`config.mk`:
```
export PLATFORM = sky130hd
export DESIGN_NAME = exp_unpacker
export DESIGN_NICKNAME = d
export VERILOG_FILES = /design/src/rtl/dispatcher_pkg.sv /design/src/rtl/exp_byte_select.sv /design/src/rtl/exp_unpacker.sv
export SDC_FILE = /design/constraint.sdc
export NUM_CORES = 1
export LEC_CHECK = 0
export CAP_MARGIN = 15
export CORE_AREA = 2 2 116 118
export DETAILED_ROUTE_END_ITERATION = 10
export DIE_AREA = 0 0 118 120
export GPL_ROUTABILITY_DRIVEN = 0
export PLACE_DENSITY = 0.65
export SYNTH_ARGS = -nofsm -noshare
export SYNTH_HDL_FRONTEND = slang
export SYNTH_SLANG_ARGS = --single-unit
```
`constraint.sdc`:
```
create_clock -name i_clk -period 2.5 [get_ports i_clk]
set_input_delay 0.625 -clock i_clk [delete_from_list [all_inputs] [get_ports i_clk]]
set_output_delay 0.625 -clock i_clk [all_outputs]
set_load 0.01 [all_outputs]
```
`src/rtl/dispatcher_pkg.sv`:
```
// Shared geometry, FSM state and side encodings for the dispatcher fetch-side blocks.
package dispatcher_pkg;

    localparam int MAN_WIDTH        = 256;
    localparam int EXP_WIDTH        = 8;
    localparam int EXP_PACKED_DEPTH = 16;
    localparam int BRAM_DEPTH       = 512;
    localparam int EXP_PER_LINE     = MAN_WIDTH / EXP_WIDTH;

    typedef enum logic [1:0] {
        IDLE   = 2'd0,
        LOAD   = 2'd1,
        UNPACK = 2'd2,
        DONE   = 2'd3
    } unpack_state_t;

    typedef enum logic {
        SIDE_LEFT  = 1'b0,
        SIDE_RIGHT = 1'b1
    } side_t;

endpackage

```
`src/rtl/exp_byte_select.sv`:
```
// Selects one EXP_WIDTH exponent out of a packed staging line.
module exp_byte_select #(
    parameter int EXP_WIDTH    = dispatcher_pkg::EXP_WIDTH,
    parameter int EXP_PER_LINE = dispatcher_pkg::EXP_PER_LINE,
    parameter int SEL_WIDTH    = $clog2(EXP_PER_LINE)
) (
    input  logic [EXP_WIDTH*EXP_PER_LINE-1:0] line,
    input  logic [SEL_WIDTH-1:0]              sel,
    output logic [EXP_WIDTH-1:0]              exp_out
);

    logic [EXP_WIDTH-1:0] slices [EXP_PER_LINE];

    for (genvar i = 0; i < EXP_PER_LINE; i++) begin : g_slice
        assign slices[i] = line[i*EXP_WIDTH +: EXP_WIDTH];
    end

    assign exp_out = slices[sel];

endmodule

```
`src/rtl/exp_unpacker.sv`:
```
// Walks the packed exponent staging lines of one side and writes each exponent into
// that side's aligned buffer. Define EXP_UNPACK_LINE_REG_EN to register each line first.
//
// state  | meaning
// IDLE   | waiting for i_start; target and counters loaded on acceptance
// LOAD   | (line-register build only) capture packed line line_cnt, no write
// UNPACK | one aligned write per cycle at {line_cnt, byte_cnt}
// DONE   | one-cycle o_done pulse, then back to IDLE
module exp_unpacker #(
    parameter int MAN_WIDTH             = dispatcher_pkg::MAN_WIDTH,
    parameter int EXP_WIDTH             = dispatcher_pkg::EXP_WIDTH,
    parameter int EXP_PACKED_DEPTH      = dispatcher_pkg::EXP_PACKED_DEPTH,
    parameter int BRAM_DEPTH            = dispatcher_pkg::BRAM_DEPTH,
    parameter int RD_ADDR_WIDTH         = $clog2(BRAM_DEPTH),
    parameter int EXP_PACKED_ADDR_WIDTH = $clog2(EXP_PACKED_DEPTH)
) (
    input  logic                             i_clk,
    input  logic                             i_reset,
    input  logic                             i_start,
    input  logic                             i_target,
    output logic                             o_busy,
    output logic                             o_done,
    output logic [EXP_PACKED_ADDR_WIDTH-1:0] o_exp_packed_rd_addr,
    output logic                             o_exp_packed_rd_target,
    input  logic [MAN_WIDTH-1:0]             i_exp_packed_rd_data,
    output logic [RD_ADDR_WIDTH-1:0]         o_exp_left_wr_addr,
    output logic                             o_exp_left_wr_en,
    output logic [EXP_WIDTH-1:0]             o_exp_left_wr_data,
    output logic [RD_ADDR_WIDTH-1:0]         o_exp_right_wr_addr,
    output logic                             o_exp_right_wr_en,
    output logic [EXP_WIDTH-1:0]             o_exp_right_wr_data
);

    import dispatcher_pkg::*;

    localparam int N_EXP  = MAN_WIDTH / EXP_WIDTH;
    localparam int BYTE_W = $clog2(N_EXP);

    if (N_EXP * EXP_PACKED_DEPTH != BRAM_DEPTH) begin : g_bad_geometry
        $error("exp_unpacker: lines x exponents-per-line must equal BRAM_DEPTH");
    end

`ifdef EXP_UNPACK_LINE_REG_EN
    localparam unpack_state_t LINE_ENTRY = LOAD;
`else
    localparam unpack_state_t LINE_ENTRY = UNPACK;
`endif

    unpack_state_t                    state, state_next;
    logic [EXP_PACKED_ADDR_WIDTH-1:0] line_cnt;
    logic [BYTE_W-1:0]                byte_cnt;
    side_t                            target;
    logic                             byte_last, line_last;
    logic                             wr_en, left_en, right_en;
    logic [RD_ADDR_WIDTH-1:0]         wr_addr;
    logic [EXP_WIDTH-1:0]             wr_data;
    logic [MAN_WIDTH-1:0]             line_src;

    assign byte_last = (byte_cnt == BYTE_W'(N_EXP - 1));
    assign line_last = (line_cnt == EXP_PACKED_ADDR_WIDTH'(EXP_PACKED_DEPTH - 1));

    always_ff @(posedge i_clk) begin
        if (i_reset) begin
            state    <= IDLE;
            line_cnt <= '0;
            byte_cnt <= '0;
            target   <= SIDE_LEFT;
        end else begin
            state <= state_next;
            case (state)
                IDLE: begin
                    if (i_start) begin
                        target   <= side_t'(i_target);
                        line_cnt <= '0;
                        byte_cnt <= '0;
                    end
                end
                UNPACK: begin
                    byte_cnt <= byte_cnt + 1'b1;
                    if (byte_last) line_cnt <= line_cnt + 1'b1;
                end
                default: ;
            endcase
        end
    end

`ifdef EXP_UNPACK_LINE_REG_EN
    // Registering the line cuts the BRAM read path out of the write-data timing.
    logic [MAN_WIDTH-1:0] line_reg;

    always_ff @(posedge i_clk) begin
        if (i_reset)            line_reg <= '0;
        else if (state == LOAD) line_reg <= i_exp_packed_rd_data;
    end

    assign line_src = line_reg;
`else
    assign line_src = i_exp_packed_rd_data;
`endif

    always_comb begin
        state_next = state;
        wr_en      = 1'b0;
        o_busy     = 1'b0;
        o_done     = 1'b0;
        case (state)
            IDLE: begin
                if (i_start) state_next = LINE_ENTRY;
            end
            LOAD: begin
                o_busy     = 1'b1;
                state_next = UNPACK;
            end
            UNPACK: begin
                o_busy = 1'b1;
                wr_en  = 1'b1;
                if (byte_last) state_next = line_last ? DONE : LINE_ENTRY;
            end
            DONE: begin
                o_done     = 1'b1;
                state_next = IDLE;
            end
            default: state_next = IDLE;
        endcase
    end

    exp_byte_select #(
        .EXP_WIDTH    (EXP_WIDTH),
        .EXP_PER_LINE (N_EXP),
        .SEL_WIDTH    (BYTE_W)
    ) u_byte_select (
        .line    (line_src),
        .sel     (byte_cnt),
        .exp_out (wr_data)
    );

    assign wr_addr  = {line_cnt, byte_cnt};
    assign left_en  = wr_en && (target == SIDE_LEFT);
    assign right_en = wr_en && (target == SIDE_RIGHT);

    assign o_exp_packed_rd_addr   = line_cnt;
    assign o_exp_packed_rd_target = target;

    assign o_exp_left_wr_en    = left_en;
    assign o_exp_left_wr_addr  = left_en ? wr_addr : '0;
    assign o_exp_left_wr_data  = left_en ? wr_data : '0;
    assign o_exp_right_wr_en   = right_en;
    assign o_exp_right_wr_addr = right_en ? wr_addr : '0;
    assign o_exp_right_wr_data = right_en ? wr_data : '0;

endmodule

```
==> summary.txt <==
Setup path
  • Crit path max fanout: 2
  • Worst Setup EP: o_exp_left_wr_data[7]
  • Critical path origin: i_exp_packed_rd_data[175]
  • Critical Path AT: 2.26 ns
  • Required @ worst endpoint: 1.88 ns
  • Reg2Reg Depth: 9
  • R2R Path End: state[0]$_SDFFE_PP0P_
  • CP endpoint kind: output pin
  • Reg-to-reg setup timing slack: about 0.21 ns
  • Startpoint Class: input pin
  • Setup CP Type: input pin to output pin
  • Worst r2r src: byte_cnt[0]$_SDFFE_PP0P_

GRT
  • Largest net degree at the start of global routing: 23
  • Initial antenna violation count: 0
  • First-pass GRT wire length: 25.23 mm
  • Tot GR Track Use: between 20% and 30%
  • Total grt overflow: 0
  • Vias in the first global route: approximately 4300

Die
  • Row Count: 42
  • Chip height: 120 µm
  • Initial Util: between 20% and 30%
  • Die X: around 120 µm
  • Core ar.: 12980 µm²
  • Die ar.: 14160 µm²
  • I/O pin cnt: 303

Cells and area
  • Count of antenna diodes in the layout: 0
  • Area of the multi-input gates: roughly 2700 µm²
  • Final Cell Area: 6739 µm²
  • Area Growth Syn to Fin: 123.4%
  • Layout cells sized above 1: 27.55%
  • NumNets Final: 885
  • FF+latch area: 246.5 µm²
  • Layout fillers: 1219

Routing
  • DRC errors left: 0
  • Final ANT Viol Nets: 0
  • Drt wl/cell: 21.63 µm
  • First-pass DRT Iterations: 4
  • Total routed wirelength: 17.15 mm
  • Vias: between 3000 and 4000
  • Via density: approximately 5
  • Initial DRC count: 136

Pwr
  • Logic gate share of total power: 64.0%
  • Seq pwr share: 13.9%
  • PwrDens: approximately 220 nW/µm²
  • Sw Share: around 29%
  • NetSw: ~0.43 mW
  • Clock power share: 22.2%
  • Int Power: between 1 and 1.5 mW
  • Total power: ~1.5 mW
  • Maximum vdd drop: 0.1756 mV
  • LEAKAGE: 2.705 nW

Clock tree
  • CTS tree: yes
  • Worst-Skew Late Latency: 0.24 ns
  • Clk buf depth: 2
  • Reg clk slew, reported paths: 0.04 ns
  • Clock root buffer: clkbuf_16
  • CTS Buf Count: 3
  • CTS sink count: 12
  • Number of H-tree levels: 1

Synthesis
  • Syn nets: 540
  • Post-synth EDFFs: 0
  • Count leader, synth: mux4_2
  • Yosys top cell by area: mux4_2
  • Commonest cells post-synth: mux4_2, mux2i_1, a22o_1, nor3_1, nor2_1
  • Asr flop ratio synth: 0%
  • Synth Flop Type: dfxtp_1
  • Synth cell types: 42
  • Mapped cell area: 3017 µm²
  • Seq/Total Area, Yosys: 7.964%
  • Ranking of synthesized cells by area: mux4_2, mux2i_1, dfxtp_1
  • Synthesized area per cell: 11.05 µm²
  • Post-synth top area share: 30.61%
  • Warnings, synthesis: 0
  • Post-synthesis cell count: 273
  • FF+latch count, synth: 12

Timing
  • Slew Viols, Final: 0
  • Worst Skew: 0.001568 ns
  • Slew @ Worst Pin: 0.5154 ns
  • Final hold violation count: 0
  • Min cycle time layout: 2.889 ns
  • RSZ-0062 raised after global routing: true
  • Crit share post-route: 115.6%
  • Max Clock Freq: between 0.3 and 0.4 GHz
  • Number of setup violations in the final report: 16
  • Hold Slack: 0.5741 ns
  • Slew margin rel.: 64.66%
  • Final setup margin: -0.3888 ns

Place
  • DP HPWL: 14.12 mm
  • Post-placement cell area: about 6600 µm²
  • Buffers added on ports: 302

Hold path
  • Worst Hold Class: register to register

Run status
  • Status: complete, but fails checks
  • Violated checks: setup timing

Flow run
  • Max-cap violations: 0
[critical path, stage by stage]
cell	delay [ns]
clkdlybuf4s50_1	0.40
mux4_2	0.46
a22o_1	0.20
a211oi_2	0.34
nor3_4	0.08
buf_2	0.15
[stage by stage]
| stage | TNS (ns) | setup slack (ns) | utilization [%] | cells |
|---|---|---|---|---|
| 6_report | -5.101 | -0.3888 | 51.92 | 793 |
| 3_3_place_gp | -14.38 | -0.9378 | 50.52 | 769 |
| 4_1_cts | -4.918 | -0.3909 | 50.87 | 781 |
| 3_5_place_dp | -14.28 | -0.9460 | 50.52 | 769 |
| 5_1_grt | -6.093 | -0.4519 | 51.92 | 793 |
| 2_1_floorplan | 0 | 0.005636 | - | 273 |
[repair_timing]
action / CTS / global route
gates resized for setup: 265 / 6
cloned: 0 / 1
setup buffers: 8 / 11
pin swaps: 43 / 9
setup endpoints to repair: 25 / 34
hold buffers: 0 / 0
[cells by family (layout without fill, tap and decap cells)]
| kind of cell | after synthesis | in the layout | synth area share [%] |
|---|---|---|---|
| xor gates and xnor gates | 4 | 4 | 1.162 |
| adders and majority gates | 7 | 7 | 2.903 |
| buffers and inverters | 36 | 380 | 7.963 |
| muxes | 88 | 88 | 48.98 |
| AOI/OAI and AO/OA | 58 | 58 | 18.87 |
| DFF | 12 | 12 | 7.963 |
| and+or+nand+nor | 68 | 68 | 12.15 |
[worst min path at each step]
stage,cells past startpoint,startpoint,slack [ns],to
4_1_cts,2,o_exp_packed_rd_addr[0]$_SDFFE_PP0P_,0.58,o_exp_packed_rd_addr[0]$_SDFFE_PP0P_
2_1_floorplan,2,state[1]$_SDFFE_PP0P_,0.52,state[1]$_SDFFE_PP0P_
5_1_grt,2,o_exp_packed_rd_addr[1]$_SDFFE_PP0P_,0.61,o_exp_packed_rd_addr[1]$_SDFFE_PP0P_
3_5_place_dp,2,o_exp_packed_rd_addr[0]$_SDFFE_PP0P_,0.56,o_exp_packed_rd_addr[0]$_SDFFE_PP0P_
6_report,2,o_exp_packed_rd_addr[1]$_SDFFE_PP0P_,0.57,o_exp_packed_rd_addr[1]$_SDFFE_PP0P_
3_3_place_gp,2,o_exp_packed_rd_addr[1]$_SDFFE_PP0P_,0.55,o_exp_packed_rd_addr[1]$_SDFFE_PP0P_
[layout by cell type, fill, tap and decap left out, types with 9 or more instances in the layout]
cell type / n
dlygate4sd2_1: 134
clkdlybuf4s15_1: 9
buf_12: 13
a22o_1: 13
nor3_1: 12
mux4_2: 46
mux2i_1: 39
clkdlybuf4s50_1: 143
buf_4: 47
buf_2: 16
and3_1: 9
dfxtp_1: 9
nor2_1: 13
[sequential cells by signal, summed over array words and instances (netlist names)]
register,count
state,2
o_exp_packed_rd_target,1
byte_cnt,5
o_exp_packed_rd_addr,4
[final cells by class]
class	instances	share of cell area, %
tap	176	3.268
timing repair buffer	370	51.88
multi-input combinational	225	39.55
clock buffer	4	1.318
sequential	12	3.658
inverter	6	0.3342
[per-layer routing]
layer,GRT usage [%],vias to the layer above,share of wire (%)
met5,0,-,0
li1,-,1827,-
met4,6.024,0,2.2
met1,27.91,1863,40
met2,41.32,203,51
met3,4.183,27,6.8
[power by group through the flow]
stage	Clock [mW]	Sequential (mW)	Combinational, mW
6_report	0.331	0.207	0.954
5_1_grt	0.339	0.208	1.01
4_1_cts	0.331	0.207	0.914
3_5_place_dp	0	0.212	0.951
3_3_place_gp	0	0.211	0.940
2_1_floorplan	0	0.204	0.398
Note: power is estimated with default switching activity, not from simulation.
